<file path="src/rtl/pll_lock_supervisor.sv">
// Purpose: sequences the iCE40 96 MHz PLL from the 12 MHz reference: reset, lock qualification,
//          system reset release, lock-loss recovery with bounded retries, fault reporting.
// Latency: pll_locked reaches the FSM through a 2-FF synchronizer; all outputs are registered
//          and change on the same edge as the state. No backpressure: relock_req is a single-cycle pulse.
//
// Ports:
//   clock_in        12 MHz reference clock, the only clock
//   reset_n         asynchronous active-low reset
//   pll_locked      PLL LOCK output, asynchronous to clock_in
//   relock_req      single-cycle request to re-sequence the PLL
//   pll_resetb      PLL RESETB (active-low)
//   sys_reset_n     system reset (active-low), high only in RUN
//   running         high in RUN
//   fault           high in FAULT
//   retry_count     retries used in the current acquisition
//   lock_loss_count lock losses seen in RUN, saturating at 255
module pll_lock_supervisor #(
  parameter int RESET_CYCLES  = 12,
  parameter int LOCK_TIMEOUT  = 1200,
  parameter int STABLE_CYCLES = 120,
  parameter int MAX_RETRIES   = 3
) (
  input  logic       clock_in,
  input  logic       reset_n,
  input  logic       pll_locked,
  input  logic       relock_req,
  output logic       pll_resetb,
  output logic       sys_reset_n,
  output logic       running,
  output logic       fault,
  output logic [1:0] retry_count,
  output logic [7:0] lock_loss_count
);

  typedef enum logic [2:0] {
    S_RESET_PLL   = 3'd0,
    S_WAIT_LOCK   = 3'd1,
    S_STABLE_WAIT = 3'd2,
    S_RUN         = 3'd3,
    S_FAULT       = 3'd4
  } state_t;

  // Terminal counter values: the counter starts at 0 on state entry, so the
  // last cycle of an N-cycle window is N-1.
  localparam logic [15:0] RESET_LAST   = 16'(RESET_CYCLES - 1);
  localparam logic [15:0] TIMEOUT_LAST = 16'(LOCK_TIMEOUT - 1);
  localparam logic [15:0] STABLE_LAST  = 16'(STABLE_CYCLES - 1);
  localparam logic [1:0]  RETRY_MAX    = 2'(MAX_RETRIES);

  state_t      state, state_nxt;
  logic [15:0] cnt, cnt_nxt;
  logic        lock_meta, lock_sync;
  logic        restart;
  logic        retry_path;
  logic [1:0]  retry_nxt;
  logic [7:0]  loss_nxt;
  logic        pll_resetb_nxt, sys_reset_n_nxt, running_nxt, fault_nxt;

  // Two-flop synchronizer; lock_meta is the only flop that may go metastable.
  always_ff @(posedge clock_in or negedge reset_n) begin
    if (!reset_n) begin
      lock_meta <= 1'b0;
      lock_sync <= 1'b0;
    end else begin
      lock_meta <= pll_locked;
      lock_sync <= lock_meta;
    end
  end

  always_ff @(posedge clock_in or negedge reset_n) begin
    if (!reset_n) begin
      state           <= S_RESET_PLL;
      cnt             <= 16'd0;
      pll_resetb      <= 1'b0;
      sys_reset_n     <= 1'b0;
      running         <= 1'b0;
      fault           <= 1'b0;
      retry_count     <= 2'd0;
      lock_loss_count <= 8'd0;
    end else begin
      state           <= state_nxt;
      cnt             <= cnt_nxt;
      pll_resetb      <= pll_resetb_nxt;
      sys_reset_n     <= sys_reset_n_nxt;
      running         <= running_nxt;
      fault           <= fault_nxt;
      retry_count     <= retry_nxt;
      lock_loss_count <= loss_nxt;
    end
  end

  always_comb begin
    state_nxt  = state;
    restart    = 1'b0;
    retry_path = 1'b0;
    retry_nxt  = retry_count;
    loss_nxt   = lock_loss_count;

    case (state)
      S_RESET_PLL: begin
        if (relock_req) begin
          restart   = 1'b1;
          retry_nxt = 2'd0;
        end else if (cnt == RESET_LAST) begin
          state_nxt = S_WAIT_LOCK;
        end
      end
      S_WAIT_LOCK: begin
        if (relock_req) begin
          state_nxt = S_RESET_PLL;
          retry_nxt = 2'd0;
        end else if (lock_sync) begin
          state_nxt = S_STABLE_WAIT;
        end else if (cnt == TIMEOUT_LAST) begin
          retry_path = 1'b1;
        end
      end
      S_STABLE_WAIT: begin
        // Any low sample aborts, so reaching STABLE_LAST means the lock was
        // continuously high for STABLE_CYCLES cycles.
        if (relock_req) begin
          state_nxt = S_RESET_PLL;
          retry_nxt = 2'd0;
        end else if (!lock_sync) begin
          retry_path = 1'b1;
        end else if (cnt == STABLE_LAST) begin
          state_nxt = S_RUN;
        end
      end
      S_RUN: begin
        // Lock loss wins over a coincident relock request so it gets counted.
        if (!lock_sync) begin
          state_nxt = S_RESET_PLL;
          retry_nxt = 2'd0;
          if (lock_loss_count != 8'hFF) begin
            loss_nxt = lock_loss_count + 8'd1;
          end
        end else if (relock_req) begin
          state_nxt = S_RESET_PLL;
          retry_nxt = 2'd0;
        end
      end
      S_FAULT: begin
        if (relock_req) begin
          state_nxt = S_RESET_PLL;
          retry_nxt = 2'd0;
        end
      end
      default: begin
        state_nxt = S_RESET_PLL;
        retry_nxt = 2'd0;
      end
    endcase

    if (retry_path) begin
      if (retry_count == RETRY_MAX) begin
        state_nxt = S_FAULT;
      end else begin
        state_nxt = S_RESET_PLL;
        retry_nxt = retry_count + 2'd1;
      end
    end

    // Cleared on any state change or restart; otherwise counts and parks at
    // all-ones in the unbounded states (RUN, FAULT).
    if ((state_nxt != state) || restart) begin
      cnt_nxt = 16'd0;
    end else if (cnt != 16'hFFFF) begin
      cnt_nxt = cnt + 16'd1;
    end else begin
      cnt_nxt = cnt;
    end

    // Outputs are decoded from the next state so they register with it.
    pll_resetb_nxt  = (state_nxt == S_WAIT_LOCK) || (state_nxt == S_STABLE_WAIT) ||
                      (state_nxt == S_RUN);
    sys_reset_n_nxt = (state_nxt == S_RUN);
    running_nxt     = (state_nxt == S_RUN);
    fault_nxt       = (state_nxt == S_FAULT);
  end

endmodule

</file>
<file path="config.mk">
export PLATFORM = sky130hd
export DESIGN_NAME = pll_lock_supervisor
export DESIGN_NICKNAME = d
export VERILOG_FILES = /design/src/rtl/pll_lock_supervisor.sv
export SDC_FILE = /design/constraint.sdc
export NUM_CORES = 1
export LEC_CHECK = 0
export ABC_CLOCK_PERIOD_IN_PS = 3100
export CORE_ASPECT_RATIO = 1.25
export CORE_MARGIN = 2
export CORE_UTILIZATION = 55
export CTS_CLUSTER_DIAMETER = 30
export DETAILED_ROUTE_END_ITERATION = 8
export PLACE_DENSITY = 0.87
export REMOVE_ABC_BUFFERS = 1
export SLEW_MARGIN = 0
export SYNTH_ARGS = -nofsm -noshare
export SYNTH_HDL_FRONTEND = slang
export SYNTH_SLANG_ARGS = --single-unit
</file>
<file path="constraint.sdc">
create_clock -name clock_in -period 3.1 [get_ports clock_in]
set_input_delay 0.465 -clock clock_in [delete_from_list [all_inputs] [get_ports clock_in]]
set_output_delay 0.465 -clock clock_in [all_outputs]
set_load 0.01 [all_outputs]
</file>
==> results_dict.tcl, run 1 <==
set metrics [dict create \
    cp-end-kind "flip-flop" \
    postCtsHoldBufs 0 \
    ys_ff_latch 34 \
    powerDensity_mw_per_mm2 379 \
    synth_area_sq_mm 0.00186 \
    stdcell_area_sq_mm 0.00216 \
    ir_drop_uv 317 \
    finalCriticalPeriod_ns 2.26 \
    start_util 0.576 \
    hold_viol_final 0 \
    cts_setup_buffers 0 \
    final_cell_count_no_fill 248 \
    dr.pass1.iters 4 \
    drive_gt1_frac 0.0806 \
    slew_violations 0 \
    numCtsBuffers 5 \
    seqCellArea_sq_um 851 \
    yosys-top-cells-count "dfrtp_1 (34), nor3_1 (13), nand2_1 (12), nor2_1 (12), nand3_1 (11)" \
    max_freq_mhz 442 \
    area_growth_pct 16.3 \
    min_path_type "reg2reg" \
    nets 217 \
    path_clk_slew_ns 0.07 \
    cp_max_fo 6 \
    synthDistinctLibCells 40 \
    drt_iter0_drc 74 \
    leakagePower_uw 0.000877 \
    multi_input_area_sq_um 961 \
    worstMarginPinSlew_ns 0.781 \
    yosys_warnings 0 \
    grt_pass1_vias 1563 \
    grt_pass1_wl_um 6990 \
    dpl_cell_area_sq_mm 0.00207 \
    die_w_um 56.0 \
    synth_edf_count 0 \
    crit_type "reg2reg" \
    row_count 23 \
    grt_max_degree 35 \
    root_buffer "clkbuf_8" \
    clockBufferDepth 2 \
    cts_resized 0 \
    clk-insertion-delay-late_ns 0.28 \
    die_h_um 69.0 \
    yosysSeqAreaShare 0.458 \
    totalWireLength_um 4020 \
    synth_top_cell_by_area "dfrtp_1" \
    dp_hpwl_um 2840 \
    start_kind "flip-flop" \
    cts_tree "built" \
    synth.avg_cell_area_sq_um 9.83 \
    synth.most_common_cell "dfrtp_1" \
    ys.flop_type "dfrtp_1" \
    synth-async-reset-ratio 1.00 \
    fillers 244 \
    grt_antenna_before_repair 0 \
    postRouteAntennaNets 0 \
    slew_headroom 0.475 \
    pin_count 18 \
    routed-via-count 1611 \
    num_antenna_cells 0 \
    place_congestion 0.855 \
    skew_ns 0.00558 \
    wl_per_cell_um 16.2 \
    overflow 0 \
    yosys.area.top_type_share 0.458 \
    h-tree-depth 2 \
    die-area_sq_mm 0.00386 \
    post-route-period-util 0.730 \
    rsz0062_at_grt "no" \
    p_total_uw 818 \
    status "finished, final reports clean" \
    synth_cells 189 \
    dp_cells 240 \
    via_per_inst 6.50 \
    core_sq_mm 0.00322 \
    maxCapViolations 0 \
    finalSetupTns_ns 0 \
    finalSetupViolations 0 \
    route.detailed.drc 0 \
    synthTopCellsByArea "dfrtp_1 (46%), mux2i_1 (3.8%), nor3_1 (3.5%)" \
    clock_sinks 34 \
    portBuffers 17 \
    grt_usage 0.232 \
    cp.required_ns 3.27 \
    critPathArrivalTime_ns 2.44 \
]
==> final cells by class <==
type                       instances  share of cell area
sequential                        34               0.394
clock inverter                     1             0.00232
clock buffer                       7              0.0400
timing repair buffer              20              0.0892
inverter                           5             0.00869
multi-input combinational        144               0.445
tap                               37              0.0214
==> routing by layer <==
| layer | track usage | wire length, um | vias to the layer above |
|---|---|---|---|
| met5 | 0 | 0 | - |
| met4 | 0.104 | 39 | 0 |
| met3 | 0.0560 | 155 | 4 |
| met2 | 0.406 | 2090 | 42 |
| met1 | 0.275 | 1730 | 798 |
| li1 | - | - | 767 |
==> kinds of logic (layout without fill, tap and decap cells) <==
family                     Yosys count  count (layout)  share of synthesized area
AOI/OAI and AO/OA                   33              33                      0.125
xor gates and xnor gates            10              10                     0.0471
adders and majority gates            3               3                     0.0202
buffers and inverters               11              33                     0.0249
DFF                                 34              34                      0.458
muxes                                9               9                     0.0498
and+or+nand+nor                     89              89                      0.275
==> per-stage QoR <==
step / setup slack [ns] / util / hold slack [ns]
6_report: 0.837 / 0.670 / 0.373
5_1_grt: 0.665 / 0.670 / 0.380
4_1_cts: 0.863 / 0.670 / 0.372
3_5_place_dp: 0.793 / 0.642 / 0.356
3_3_place_gp: 0.858 / 0.642 / 0.342
2_1_floorplan: 0.618 / - / 0.169
==> state kept, by name (all words and copies together) (netlist names) <==
name / count
lock_sync: 1
state: 3
lock_loss_count: 8
lock_meta: 1
cnt: 16
retry_count: 2
running: 1
fault: 1
pll_resetb: 1
==> path summary, 6_finish.rpt <==
| check | to | cells past startpoint | startpoint | slack (ns) |
|---|---|---|---|---|
| min in group asynchronous | state[2]$_DFF_PN0_ | 2 | reset_n | 0.58 |
| min reg2reg | lock_sync$_DFF_PN0_ | 0 | lock_meta$_DFF_PN0_ | 0.37 |
| max reg2reg | retry_count[1]$_DFF_PN0_ | 5 | cnt[0]$_DFFE_PN0P_ | 0.84 |
| min | lock_sync$_DFF_PN0_ | 0 | lock_meta$_DFF_PN0_ | 0.37 |
| max in group asynchronous | cnt[14]$_DFFE_PN0P_ | 2 | reset_n | 2.21 |
| max | retry_count[1]$_DFF_PN0_ | 5 | cnt[0]$_DFFE_PN0P_ | 0.84 |
==> cell usage in the layout, fill, tap and decap left out, drive strengths merged, types with 4 or more instances in the layout <==
| cell | synthesis | final |
|---|---|---|
| a211oi | 7 | 7 |
| clkdlybuf4s50 | 0 | 17 |
| nand3 | 12 | 12 |
| nor2 | 12 | 12 |
| nor4 | 9 | 9 |
| a31oi | 4 | 4 |
| o31ai | 5 | 5 |
| nor3 | 13 | 13 |
| o21ai | 7 | 7 |
| dfrtp | 34 | 34 |
| inv | 5 | 5 |
| clkbuf | 4 | 7 |
| nand4 | 10 | 10 |
| mux2i | 7 | 7 |
| xor2 | 7 | 7 |
| nand2 | 12 | 12 |
==> worst max-delay path, stage by stage, from the launching register on <==
cell     delay (ns)
dfrtp_1        0.42
ha_1           0.28
nor4b_1        0.36
nand4_1        0.26
o31ai_1        0.44
mux2_2         0.38
==> report_power, final <==
| part | internal, uW | switching, uW |
|---|---|---|
| Combinational | 11.5 | 20.3 |
| Sequential | 448 | 7.43 |
| Clock | 179 | 152 |
| Total | 639 | 180 |
(Power assumes the default switching activity.)
==> run 2, diff against run 1 <==
Settings changed: ABC_CLOCK_PERIOD_IN_PS 3100 to 2040, CORE_UTILIZATION 55 to 51, PLACE_DENSITY 0.87 to 0.85.
Clock period 3.1 ns to 2.04 ns, I/O delays scaled along.
==> run 2 against run 1 <==
Utilization rose by 0.77 points. Sequential power rose by 51%. Clock skew shrank 0.00057 ns. Setup slack lost 0.72 ns. Clock power grew 47%. Via count grew 6.7%. Wire length up 7.9%. Cell count increased by 9.7%.
==> results_dict.tcl, run 2 (synthesis results as in run 1) <==
set metrics [dict create \
    status "finished, final reports clean" \
    crit_top_cell "or4_4" \
    num_antenna_cells 0 \
    path_clk_slew_ns 0.06 \
    post-route-period-util 0.945 \
    top_register "cnt" \
    rsz0062_at_grt "no" \
    sw_frac_of_total 0.218 \
    slew_headroom 0.545 \
    overflow 0 \
    layout_commonest_cell "dfrtp_1" \
    slowest_delay_ns 0.56 \
    crit_slowest_cell "or4_4" \
    largestRegisters "cnt: 16 flops, lock_loss_count: 8 flops, state: 3 flops" \
    final_cell_mix "dfrtp_1 (33), buf_4 (26), clkdlybuf4s50_1 (17)" \
    row_count 24 \
    largest_reg_flops 16 \
    cp-end-kind "flip-flop" \
    clockBufferDepth 2 \
    max_freq_mhz 519 \
    finalCriticalPeriod_ns 1.93 \
    pwr-share-seq 0.554 \
    p_int_uw 969 \
    slew_violations 0 \
    start_kind "flip-flop" \
    ir_drop_uv 587 \
    grt_pass1_vias 1677 \
    hold_viol_final 0 \
    core_sq_mm 0.00348 \
    clk-insertion-delay-late_ns 0.28 \
    grt_pass1_wl_um 7470 \
    numCtsBuffers 5 \
    drive_gt1_frac 0.185 \
    via_per_inst 6.32 \
    clock_sinks 34 \
    grt_antenna_before_repair 0 \
    combPwrFrac 0.054 \
    drt_iter0_drc 87 \
    cp.required_ns 2.24 \
    wl_per_cell_um 15.9 \
    area_growth_pct 27.1 \
    finalSetupTns_ns 0 \
    cts_setup_buffers 0 \
    cp_max_fo 6 \
    die_w_um 58.0 \
    pin_count 18 \
    dp_cells 266 \
    dp_hpwl_um 3190 \
    h-tree-depth 2 \
    powerDensity_mw_per_mm2 525 \
    nets 241 \
    leakagePower_uw 0.00100 \
    postRouteAntennaNets 0 \
    dr.pass1.iters 4 \
    die_h_um 71.5 \
    final_cell_count_no_fill 272 \
    route.detailed.drc 0 \
    critical_path.cell_chain "nand2_1 -> or4_4 -> or4_4 -> a211oi_2" \
    grt_usage 0.235 \
    root_buffer "clkbuf_8" \
    finalSetupViolations 0 \
    post-route-util 0.678 \
    cts_tree "built" \
    min_path_type "reg2reg" \
    clkPwrFrac 0.391 \
    place_congestion 0.865 \
    totalWireLength_um 4330 \
    p_switching_uw 270 \
    maxCapViolations 0 \
    critPathArrivalTime_ns 2.13 \
    die-area_sq_mm 0.00415 \
    crit_type "reg2reg" \
    worstMarginPinSlew_ns 0.679 \
    routed-via-count 1719 \
    portBuffers 17 \
    start_util 0.533 \
    skew_ns 0.00501 \
    grt_max_degree 35 \
]
-- run 2: layer usage --
layer,vias to the layer above,GRT usage,share of wire
met5,-,0,0
met4,0,0.121,0.033
met3,16,0.0487,0.036
met2,46,0.403,0.53
met1,846,0.273,0.40
li1,811,-,-
-- run 2: power by group through the flow --
stage          clock network (uW)  logic, uW  registers, uW
2_1_floorplan                   0       20.9            702
3_3_place_gp                    0       65.8            699
3_5_place_dp                    0       68.2            700
4_1_cts                       491       68.6            687
5_1_grt                       513       76.6            688
6_report                      485       67.4            687
-- run 2: worst max-delay path, delay by kind of cell (launching register included) --
kind / cells / cell delay (ns)
AO/OA/AOI/OAI: 1 / 0.21
flip-flops: 1 / 0.44
AND/OR/NAND/NOR: 3 / 1.19
-- run 2: repair_timing --
action / 4_1_cts / 5_1_grt
hold buffers: 0 / 0
setup endpoints to repair: 0 / 19
resized for setup: 0 / 2
-- run 2: worst paths after layout --
| path | endpoint | from | cells past startpoint | slack [ns] |
|---|---|---|---|---|
| max reg2reg | cnt[15]$_DFFE_PN0P_ | cnt[9]$_DFFE_PN0P_ | 4 | 0.11 |
| max in group asynchronous | cnt[4]$_DFFE_PN0P_ | reset_n | 2 | 1.28 |
| max | cnt[15]$_DFFE_PN0P_ | cnt[9]$_DFFE_PN0P_ | 4 | 0.11 |
| min reg2reg | lock_sync$_DFF_PN0_ | lock_meta$_DFF_PN0_ | 0 | 0.35 |
| min | lock_sync$_DFF_PN0_ | lock_meta$_DFF_PN0_ | 0 | 0.35 |
| min in group asynchronous | fault$_DFF_PN0_ | reset_n | 2 | 0.44 |
-- run 2: stage by stage --
step | setup slack, ns | instance area (sq um) | total power, uW | hold slack [ns]
2_1_floorplan | -0.442 | 1830 | 723 | 0.0104
3_3_place_gp | 0.117 | 2270 | 765 | 0.333
3_5_place_dp | 0.0954 | 2270 | 768 | 0.344
4_1_cts | 0.0710 | 2350 | 1250 | 0.358
5_1_grt | 0.0182 | 2360 | 1280 | 0.377
6_report | 0.112 | 2360 | 1240 | 0.355
-- run 2: layout make-up --
type | count | area, sq um
repair buffers | 44 | 385
clock buffers | 6 | 82.6
flip-flops and latches | 34 | 852
well taps | 39 | 48.8
fillers | 282 | 1120
inverters | 5 | 18.8
multi-input cells | 144 | 975
